$ cat src/rtl/cpc_fifo_pkg.sv
// Shared types and constants for the CPC host-side FIFO controller.
package cpc_fifo_pkg;

  typedef enum logic [2:0] {
    S_IDLE,
    S_SI_PULSE,
    S_RD_HOLD,
    S_SOB_PULSE,
    S_RST,
    S_WAIT_END
  } state_e;

  typedef enum logic [2:0] {
    ACC_NONE,
    ACC_DW,
    ACC_DR,
    ACC_CW,
    ACC_SR
  } acc_e;

  localparam logic DATA_OFS = 1'b0;
  localparam logic STAT_OFS = 1'b1;

  localparam int ST_DOR = 0;
  localparam int ST_DIR = 1;
  localparam int ST_OVF = 2;
  localparam int ST_UNF = 3;

  localparam int CMD_RST = 0;
  localparam int CMD_CLR = 1;

  localparam int PW_W = 4;

  // A write strobe takes priority if a malformed cycle shows both strobes low.
  function automatic acc_e classify(input logic sel, input logic a0,
                                    input logic rd_b, input logic wr_b);
    if (!sel)
      return ACC_NONE;
    if (!wr_b)
      return (a0 == DATA_OFS) ? ACC_DW : ACC_CW;
    if (!rd_b)
      return (a0 == DATA_OFS) ? ACC_DR : ACC_SR;
    return ACC_NONE;
  endfunction

endpackage

$ cat src/rtl/cpc_pulse_gen.sv
// Loadable down-counter; output is active while the count is non-zero.
module cpc_pulse_gen #(
  parameter int                CNT_W     = 4,
  parameter logic [CNT_W-1:0]  RESET_VAL = '0
) (
  input  logic             clk,
  input  logic             rst_n,
  input  logic             load,
  input  logic [CNT_W-1:0] width,
  output logic             active,
  output logic             last
);

  logic [CNT_W-1:0] cnt;

  always_ff @(posedge clk or negedge rst_n) begin
    if (!rst_n)
      cnt <= RESET_VAL;
    else if (load)
      cnt <= width;
    else if (cnt != '0)
      cnt <= cnt - 1'b1;
  end

  assign active = (cnt != '0);
  assign last   = (cnt == CNT_W'(1));

endmodule

$ cat src/rtl/cpc_fifo_host_ctrl.sv
// Z80 I/O decode and 40105 FIFO sequencing for the CPC side of the CPC<->Pi link.
module cpc_fifo_host_ctrl
  import cpc_fifo_pkg::*;
#(
  parameter logic [15:0] BASE_ADDR  = 16'hFD80,
  parameter int unsigned SI_CYCLES  = 1,
  parameter int unsigned SOB_CYCLES = 1,
  parameter int unsigned RST_CYCLES = 4
) (
  input  logic        CLK,
  input  logic        RESET_B,
  input  logic [11:0] a_hi,
  input  logic        a1,
  input  logic        a0,
  input  logic        IOREQ_B,
  input  logic        RD_B,
  input  logic        WR_B,
  input  logic [7:0]  d_in,
  output logic [7:0]  d_out,
  output logic        d_oe,
  input  logic        fifo_host_dir,
  input  logic        fifo_host_dor,
  output logic        host_fifo_si,
  output logic        host_fifo_sob,
  output logic        host_fifo_oeb,
  output logic        host_fifo_reset
);

  localparam logic [PW_W-1:0] SI_W  = PW_W'(SI_CYCLES);
  localparam logic [PW_W-1:0] SOB_W = PW_W'(SOB_CYCLES);
  localparam logic [PW_W-1:0] RST_W = PW_W'(RST_CYCLES);

  state_e     state;
  acc_e       acc;
  logic       addr_hit;
  logic       hit;
  logic       ioreq_b_p1;
  logic       rd_b_p1;
  logic       wr_b_p1;
  logic       dir_p1;
  logic       dor_p1;
  logic       dor_at_start;
  logic       overflow;
  logic       underflow;
  logic       si_load, si_active, si_last;
  logic       sob_load, sob_active, sob_last;
  logic       rst_load, rst_active, rst_last;
  logic [5:0] unused_d_in;

  assign unused_d_in = d_in[7:2];

  // Stage p0: combinational decode, fast enough for the Z80 read data setup.
  assign addr_hit = (a_hi == BASE_ADDR[15:4]) && !a1;
  assign hit      = addr_hit && !IOREQ_B;

  assign host_fifo_oeb = !(hit && (a0 == DATA_OFS) && !RD_B && (state != S_RST));
  assign d_oe          = hit && (a0 == STAT_OFS) && !RD_B;

  always_comb begin
    d_out         = '0;
    d_out[ST_DOR] = fifo_host_dor;
    d_out[ST_DIR] = fifo_host_dir;
    d_out[ST_OVF] = overflow;
    d_out[ST_UNF] = underflow;
  end

  // Stage p1: bus strobes and FIFO handshakes sampled once on CLK.
  always_ff @(posedge CLK or negedge RESET_B) begin
    if (!RESET_B) begin
      ioreq_b_p1 <= 1'b1;
      rd_b_p1    <= 1'b1;
      wr_b_p1    <= 1'b1;
    end else begin
      ioreq_b_p1 <= IOREQ_B;
      rd_b_p1    <= RD_B;
      wr_b_p1    <= WR_B;
    end
  end

  always_ff @(posedge CLK) begin
    dir_p1 <= fifo_host_dir;
    dor_p1 <= fifo_host_dor;
  end

  // Address lines are stable for the whole I/O cycle, so they qualify the registered strobes directly.
  assign acc = classify(addr_hit && !ioreq_b_p1, a0, rd_b_p1, wr_b_p1);

  assign si_load  = (state == S_IDLE) && (acc == ACC_DW) && dir_p1;
  assign sob_load = (state == S_RD_HOLD) && rd_b_p1 && dor_at_start;
  assign rst_load = (state == S_IDLE) && (acc == ACC_CW) && d_in[CMD_RST];

  cpc_pulse_gen #(.CNT_W(PW_W), .RESET_VAL('0)) u_si_pulse (
    .clk    (CLK),
    .rst_n  (RESET_B),
    .load   (si_load),
    .width  (SI_W),
    .active (si_active),
    .last   (si_last)
  );

  cpc_pulse_gen #(.CNT_W(PW_W), .RESET_VAL('0)) u_sob_pulse (
    .clk    (CLK),
    .rst_n  (RESET_B),
    .load   (sob_load),
    .width  (SOB_W),
    .active (sob_active),
    .last   (sob_last)
  );

  // Reset value keeps the FIFO master reset asserted for RST_CYCLES after RESET_B releases.
  cpc_pulse_gen #(.CNT_W(PW_W), .RESET_VAL(RST_W)) u_rst_pulse (
    .clk    (CLK),
    .rst_n  (RESET_B),
    .load   (rst_load),
    .width  (RST_W),
    .active (rst_active),
    .last   (rst_last)
  );

  assign host_fifo_si    = si_active;
  assign host_fifo_sob   = !sob_active;
  assign host_fifo_reset = rst_active;

  // Stage p2: sequencer; WAIT_END enforces one action per I/O cycle.
  always_ff @(posedge CLK or negedge RESET_B) begin
    if (!RESET_B) begin
      state        <= S_IDLE;
      overflow     <= 1'b0;
      underflow    <= 1'b0;
      dor_at_start <= 1'b0;
    end else begin
      unique case (state)
        S_IDLE: begin
          unique case (acc)
            ACC_DW: begin
              if (dir_p1) begin
                state <= S_SI_PULSE;
              end else begin
                overflow <= 1'b1;
                state    <= S_WAIT_END;
              end
            end
            ACC_DR: begin
              dor_at_start <= dor_p1;
              state        <= S_RD_HOLD;
            end
            ACC_CW: begin
              if (d_in[CMD_CLR]) begin
                overflow  <= 1'b0;
                underflow <= 1'b0;
              end
              state <= d_in[CMD_RST] ? S_RST : S_WAIT_END;
            end
            ACC_SR:   state <= S_WAIT_END;
            default:  state <= S_IDLE;
          endcase
        end
        S_SI_PULSE: begin
          if (si_last)
            state <= S_WAIT_END;
        end
        S_RD_HOLD: begin
          if (rd_b_p1) begin
            if (dor_at_start) begin
              state <= S_SOB_PULSE;
            end else begin
              underflow <= 1'b1;
              state     <= S_WAIT_END;
            end
          end
        end
        S_SOB_PULSE: begin
          if (sob_last)
            state <= S_WAIT_END;
        end
        S_RST: begin
          if (rst_last)
            state <= S_WAIT_END;
        end
        S_WAIT_END: begin
          if (ioreq_b_p1)
            state <= S_IDLE;
        end
        default: state <= S_IDLE;
      endcase
    end
  end

endmodule

$ cat config.mk
export PLATFORM = sky130hd
export DESIGN_NAME = cpc_fifo_host_ctrl
export DESIGN_NICKNAME = d
export VERILOG_FILES = /design/src/rtl/cpc_fifo_pkg.sv /design/src/rtl/cpc_pulse_gen.sv /design/src/rtl/cpc_fifo_host_ctrl.sv
export SDC_FILE = /design/constraint.sdc
export NUM_CORES = 1
export LEC_CHECK = 0
export BUFFER_PORTS_ARGS = -buffer_cell sky130_fd_sc_hd__clkbuf_2
export CORE_MARGIN = 4
export CORE_UTILIZATION = 30
export CTS_CLUSTER_DIAMETER = 80
export DETAILED_ROUTE_END_ITERATION = 6
export GPL_TIMING_DRIVEN = 0
export SETUP_SLACK_MARGIN = 0.15
export SYNTH_ARGS = -nofsm -noshare
export SYNTH_HDL_FRONTEND = slang
export SYNTH_HIERARCHICAL = 1
export SYNTH_SLANG_ARGS = --single-unit
$ cat constraint.sdc
create_clock -name CLK -period 5.59 [get_ports CLK]
set_input_delay 0.2795 -clock CLK [delete_from_list [all_inputs] [get_ports CLK]]
set_output_delay 0.2795 -clock CLK [all_outputs]
set_load 0.03 [all_outputs]
* Yosys cells after proc, flatten, opt, wreduce, memory -nomap -nowiden *
Index checks and enable logic that the tools add are counted.

storage, ports and cells
  input port bits = 29
  word-level logic and storage cells = 109
  bits in registers = 23

operators by class
  muxes and demuxes = 36
  $add $sub $neg = 3
  eq/ne operators = 24
  bitwise logic cells = 1
  reduce and logical (&&, ||, !) cells = 33

operators by type and width
  kind                                                                      number
  3-bit 2-to-1 mux                                                          14
  4-bit 2-to-1 mux                                                          6
  2-bit inequality test (second input constant)                             9
  3-bit one-hot mux with 6 select lines                                     1
  1-bit logical AND                                                         14
  12-bit equality test (second input constant)                              1
  3-bit by 2-bit equality test with 1-bit output (second input constant)    4
  4-bit by 1-bit equality test with 1-bit output (second input constant)    3
  3-bit one-hot mux with 4 select lines                                     1
  4-bit nonzero test                                                        3
  4-bit by 1-bit subtractor with 4-bit output (second input constant)       3
  1-bit 2-to-1 mux                                                          11
  5-bit AND reduction                                                       2
  2-bit nonzero test                                                        5
  3-bit equality test (second input constant)                               3
  3-bit by 1-bit equality test with 1-bit output (second input constant)    2
  1-bit logical NOT                                                         6
  1-bit one-hot mux with 2 select lines                                     2
  4-bit AND reduction                                                       1
  3-bit logical NOT                                                         1
  3-bit inequality test (second input constant)                             1
  2-bit 2-to-1 mux                                                          1
  2-bit by 1-bit inequality test with 1-bit output (second input constant)  1
  2-bit AND reduction                                                       1
  1-bit NOT                                                                 1

* Longest topological paths before layout *
  word-level depth = 13
  mapped depth = 8
  gate-level depth less buffers = 7

* Modules after synthesis *
Netlist, hierarchy kept.

by module, submodules not included
  module                          instances  seq. area each (um2)  cells each  area an instance (um2)
  cpc_fifo_host_ctrl              1          269.0                 81          709.4
  cpc_pulse_gen (u_si_pulse ...)  2          100.1                 25          269.0
  cpc_pulse_gen (u_rst_pulse)     1          101.3                 25          270.3

* Least setup slack after synthesis *
OpenSTA, ideal clock, no wires.

  path type = input-to-output
  start = in a_hi[1]
  end = out d_oe
  data arrival time = 2068 ps
  path buffers = 0
  stages on the path = 4
  path slack = 3242 ps
  cell sequence = or4b_4 -> or4_1 -> or3_1 -> nor2_1

on the way
  cells in the longest elaborated chain, start to end = 5

RTL lines
  item                             line                      source
  start: declaration               cpc_fifo_host_ctrl.sv:12  input logic [11:0] a_hi,
  12-bit equality test             cpc_fifo_host_ctrl.sv:53  assign addr_hit = (a_hi == BASE_ADDR[15:4]) && !a1;
  1-bit logical AND                cpc_fifo_host_ctrl.sv:53
  1-bit logical AND                cpc_fifo_host_ctrl.sv:54  assign hit = addr_hit && !IOREQ_B;
  1-bit logical AND (2 in series)  cpc_fifo_host_ctrl.sv:57  assign d_oe = hit && (a0 == STAT_OFS) && !RD_B;
  end: declaration                 cpc_fifo_host_ctrl.sv:20  output logic d_oe,

No other way between the ends.

* Worst setup path in the final report *
  start = reg state[1]
  end = reg u_si_pulse.cnt[3]

on the way
  cells in the longest elaborated chain, start to end = 4
  elaborated cells between the ends (all ways) = 5

RTL lines
  item                                                    line                       source
  start: declaration                                      cpc_fifo_host_ctrl.sv:33   state_e state;
  start signal: assignment                                cpc_fifo_host_ctrl.sv:152  state <= d_in[CMD_RST] ? S_RST : S_WAIT_END;
  3-bit logical NOT (*)                                   cpc_fifo_host_ctrl.sv:88   assign si_load = (state == S_IDLE) && (acc == ACC_DW) && dir_p1;
  1-bit logical AND (*) (2 in series)                     cpc_fifo_host_ctrl.sv:88
  named net si_load                                       cpc_fifo_host_ctrl.sv:45   logic si_load, si_active, si_last;
  4-bit 2-to-1 mux or 2-bit nonzero test (tied branches)  --
  end signal: assignment                                  cpc_pulse_gen.sv:20        cnt <= width;
  end signal: assignment                                  cpc_pulse_gen.sv:22        cnt <= cnt - 1'b1;
  end: declaration                                        cpc_pulse_gen.sv:14        logic [CNT_W-1:0] cnt;

Mark *: on every way through the listed nets, which the timed path passes. The rest lies on a longest branch.
A chain may end at the register's enable or synchronous reset.

==> flow_summary.rst <==
.. list-table::
   :header-rows: 1

   * - Metric
     - Value
   * - Status
     - complete, no violations
   * - Dominant synthesized flop cell
     - dfrtp_1
   * - Final Instance Count excl. Fillers
     - between 200 and 300
   * - Layout cell share with drive strength beyond 1
     - 0.286
   * - Number of clock sinks
     - 23
   * - Via count of the first global-routing pass
     - 1215
   * - Sw Ratio
     - 0.375
   * - Most area-hungry cell type in the Yosys netlist
     - dfrtp_1
   * - Peak VDD IR
     - 161 uV
   * - Top-count cell post-synth
     - dfrtp_1
   * - Global route overflow
     - 0
   * - Pin count of the biggest net entering global routing
     - 22
   * - Final TNS setup
     - 0 ps
   * - Data arrival, critical path
     - about 2700 ps
   * - Part of the power in the clock network
     - 0.169
   * - Wire length per cell
     - 11.0 um
   * - Num CTS Buffers
     - 3
   * - Worst path setup slack after routing
     - 3050 ps
   * - Maximum fanout count along the critical path
     - 10
   * - Synth Cell Area
     - 1520 sq um
   * - Average via count per standard cell
     - between 4 and 5
   * - Cell types occupying the most area after synthesis
     - dfrtp_1 28%, ha_1 7.4%, dfstp_2 6.9%
   * - Final worst path period need
     - 2540 ps
   * - Average cell area after synthesis
     - 9.73 sq um
   * - # Max-Cap Violations
     - 0
   * - Number of nets in the layout
     - 245
   * - Clock-pin slew of the registers on the worst-case setup and hold paths
     - 90 ps
   * - Register-to-register setup slack
     - approximately 3000 ps
   * - Buffer levels on the longest clock path
     - 2
   * - Setup clock skew after layout
     - 6.41 ps
   * - Power spent charging and discharging nets
     - 0.236 mW
   * - Pins over their slew limit
     - 0
   * - CP Capture Point
     - u_si_pulse/cnt[3]$_DFFE_PN0P_
   * - Die width
     - 79.1 um
   * - Total setup violations reported at the end of the flow
     - 0
   * - Starting density of the core
     - 0.315
   * - First-pass GRT wire length
     - 5330 um
   * - Top cell type's share of synthesized area
     - 0.280
   * - Full die area
     - about 6300 sq um
   * - Initial antenna violation count
     - 0
   * - PortBufs
     - 31
   * - Number of primary I/O pins
     - 42
   * - Worst hold path type
     - input port to flop
   * - # diodes
     - 0
   * - Sort of element at the end of the critical path
     - flop
   * - Core ar.
     - 4820 sq um
   * - Min-Delay Startpoint
     - WR_B
   * - Critical path launch point type
     - flop
   * - Syn-to-layout area delta
     - 23.1%
   * - Count of flip-flops with a built-in enable after synthesis
     - 0
   * - Fraction of the core area covered by cells at the end of the flow
     - 0.388
   * - Setup repair after global routing missed its margin
     - no
   * - Pre-Repair DR Iteration Count
     - 4
   * - Hold Path Depth
     - 1
   * - Hold violation count in the final report
     - 0
   * - Global Route Usage Sum
     - 0.103
   * - Crit Reg-Reg Startpoint
     - state[1]$_DFFE_PN0P_
   * - PwrDens
     - around 340 nW/um^2
   * - Async S/R FF share, synth
     - 0.913
   * - 1st-iter DRT viols
     - a little under 90
   * - Post-synthesis sequential area ratio
     - 0.376
   * - Die Span Y
     - 79.1 um
   * - Cell types with the highest counts after synthesis
     - 17 x dfrtp_1, 14 x nand2_1, 13 x inv_1
   * - TritonCTS clock tree
     - built
   * - Library cells used by synthesis
     - 43
   * - Source of the critical timing path
     - state[1]$_DFFE_PN0P_
   * - Number of synthesized register bits
     - 23
   * - Vias after detailed routing
     - between 1k and 1.5k
   * - Data required time of the worst path
     - 5750 ps
   * - H-tree Lvls
     - 1
   * - Internal
     - 0.392 mW
   * - Share of total power in sequential cells
     - 0.394
   * - Worst R2R Path Depth
     - 8
   * - Final Wtd Congestion
     - 0.738
   * - Number of cells in the design after placement
     - 268
   * - Antenna-violating nets left
     - 0
   * - Total wire length
     - ~3000 um
   * - CTS Root Buffer Type
     - clkbuf_8
   * - Warning count from the yosys run
     - 6
   * - Synthesized instance count
     - 156
   * - Tightest slew margin relative to the limit
     - 0.633
   * - Total half-perimeter wirelength after legalization and detailed placement
     - about 2400 um
   * - Filler cell count
     - 527
   * - Crit share post-route
     - 0.455
   * - Startpoint-to-endpoint class of the critical path
     - flop to flop
   * - Transition time at the pin with the least slew margin
     - about 550 ps
   * - Leakage Power
     - ~0.86 nW
   * - Row count
     - 25
   * - Smallest hold slack
     - about 86 ps
   * - Fmax
     - between 0.3 and 0.4 GHz
   * - Relative contribution of combinational cells to total power
     - 0.436
   * - Remaining design rule violation count
     - 0
   * - Clock latency on the worst-skew pair
     - ~270 ps
   * - Worst setup slack before clock tree synthesis
     - 3070 ps
   * - Worst R2R End
     - u_si_pulse/cnt[3]$_DFFE_PN0P_
kinds of logic after synthesis:
family,after synthesis,synth area share
and+or+nand+nor,54,0.228
buffers and inverters,27,0.0940
AOI/OAI and AO/OA,25,0.119
DFF,23,0.376
muxes,10,0.0701
adders and majority gates,9,0.0742
xor gates and xnor gates,6,0.0346
other,2,0.00495
critical path, cell delays in order (launching register included):
cell and delay, ps:
dfrtp_1 370, clkbuf_1 220, or4b_1 580, nor4_2 370, nand2_1 170, nor2_1 190, buf_4 180, nor3_1 60
a221o_1 310
worst min-delay path by stage:
stage                                          end
floorplan                 dor_at_start$_DFFE_PN0P_
global placement    u_sob_pulse/cnt[1]$_DFFE_PN0P_
detailed placement  u_sob_pulse/cnt[1]$_DFFE_PN0P_
CTS                              wr_b_p1$_DFF_PN1_
global route                     wr_b_p1$_DFF_PN1_
finish                           wr_b_p1$_DFF_PN1_
power groups by stage:
stage / combinational, mW / clock, mW / sequential [mW]
after floorplan: 0.223 / 0 / 0.242
after global placement: 0.269 / 0 / 0.250
after detailed placement: 0.277 / 0 / 0.251
after CTS: 0.278 / 0.114 / 0.248
after global routing: 0.312 / 0.118 / 0.253
final: 0.274 / 0.106 / 0.248
layout by cell type, fill, tap and decap left out, drive strengths merged, types with 2 or more instances in the layout:
master / n
a221o: 3
a21boi: 3
o31ai: 3
nor2: 8
nor3: 7
nand3: 3
dfrtp: 17
nand2b: 2
conb: 16
or4b: 2
ha: 9
inv: 13
clkbuf: 37
o21ai: 7
nor3b: 9
dfstp: 4
dfxtp: 2
buf: 11
xnor2: 6
nand2: 14
mux2i: 5
o22a: 2
mux2: 5
what timing repair did:
action,4_1_cts,5_1_grt
hold endpoints to repair,9,0
buffers inserted,0,0
hold buffers,1,0
gates resized for setup,0,0
metal layers:
layer,vias to the layer above,part of all wire,global-route usage
met4,0,0.0040,0.0103
met3,2,0.032,0.0238
met2,13,0.50,0.178
met1,576,0.46,0.134
met5,-,0,0
li1,621,-,-
flip-flops by register name (all words and copies together) (netlist names), 3 cells and up:
name,count
u_sob_pulse/cnt,4
state,3
u_si_pulse/cnt,4
u_rst_pulse/cnt,4
layout make-up:
| cell class | count | area, sq um | share of cell area |
|---|---|---|---|
| Multi-Input combinational cell | 120 | 857 | 0.459 |
| Sequential cell | 23 | 571 | 0.305 |
| Timing Repair Buffer | 32 | 165 | 0.0884 |
| Buffer | 14 | 93.8 | 0.0502 |
| Tap cell | 67 | 83.8 | 0.0449 |
| Inverter | 13 | 48.8 | 0.0261 |
| Clock buffer | 3 | 41.3 | 0.0221 |
| Clock inverter | 1 | 7.51 | 0.00402 |
through the flow:
step                cell area (sq um)  total power [mW]
finish                           1870             0.628
global route                     1870             0.684
CTS                              1870             0.640
detailed placement               1810             0.529
global placement                 1810             0.518
floorplan                        1570             0.465
Note: power is estimated with default switching activity, not from simulation.
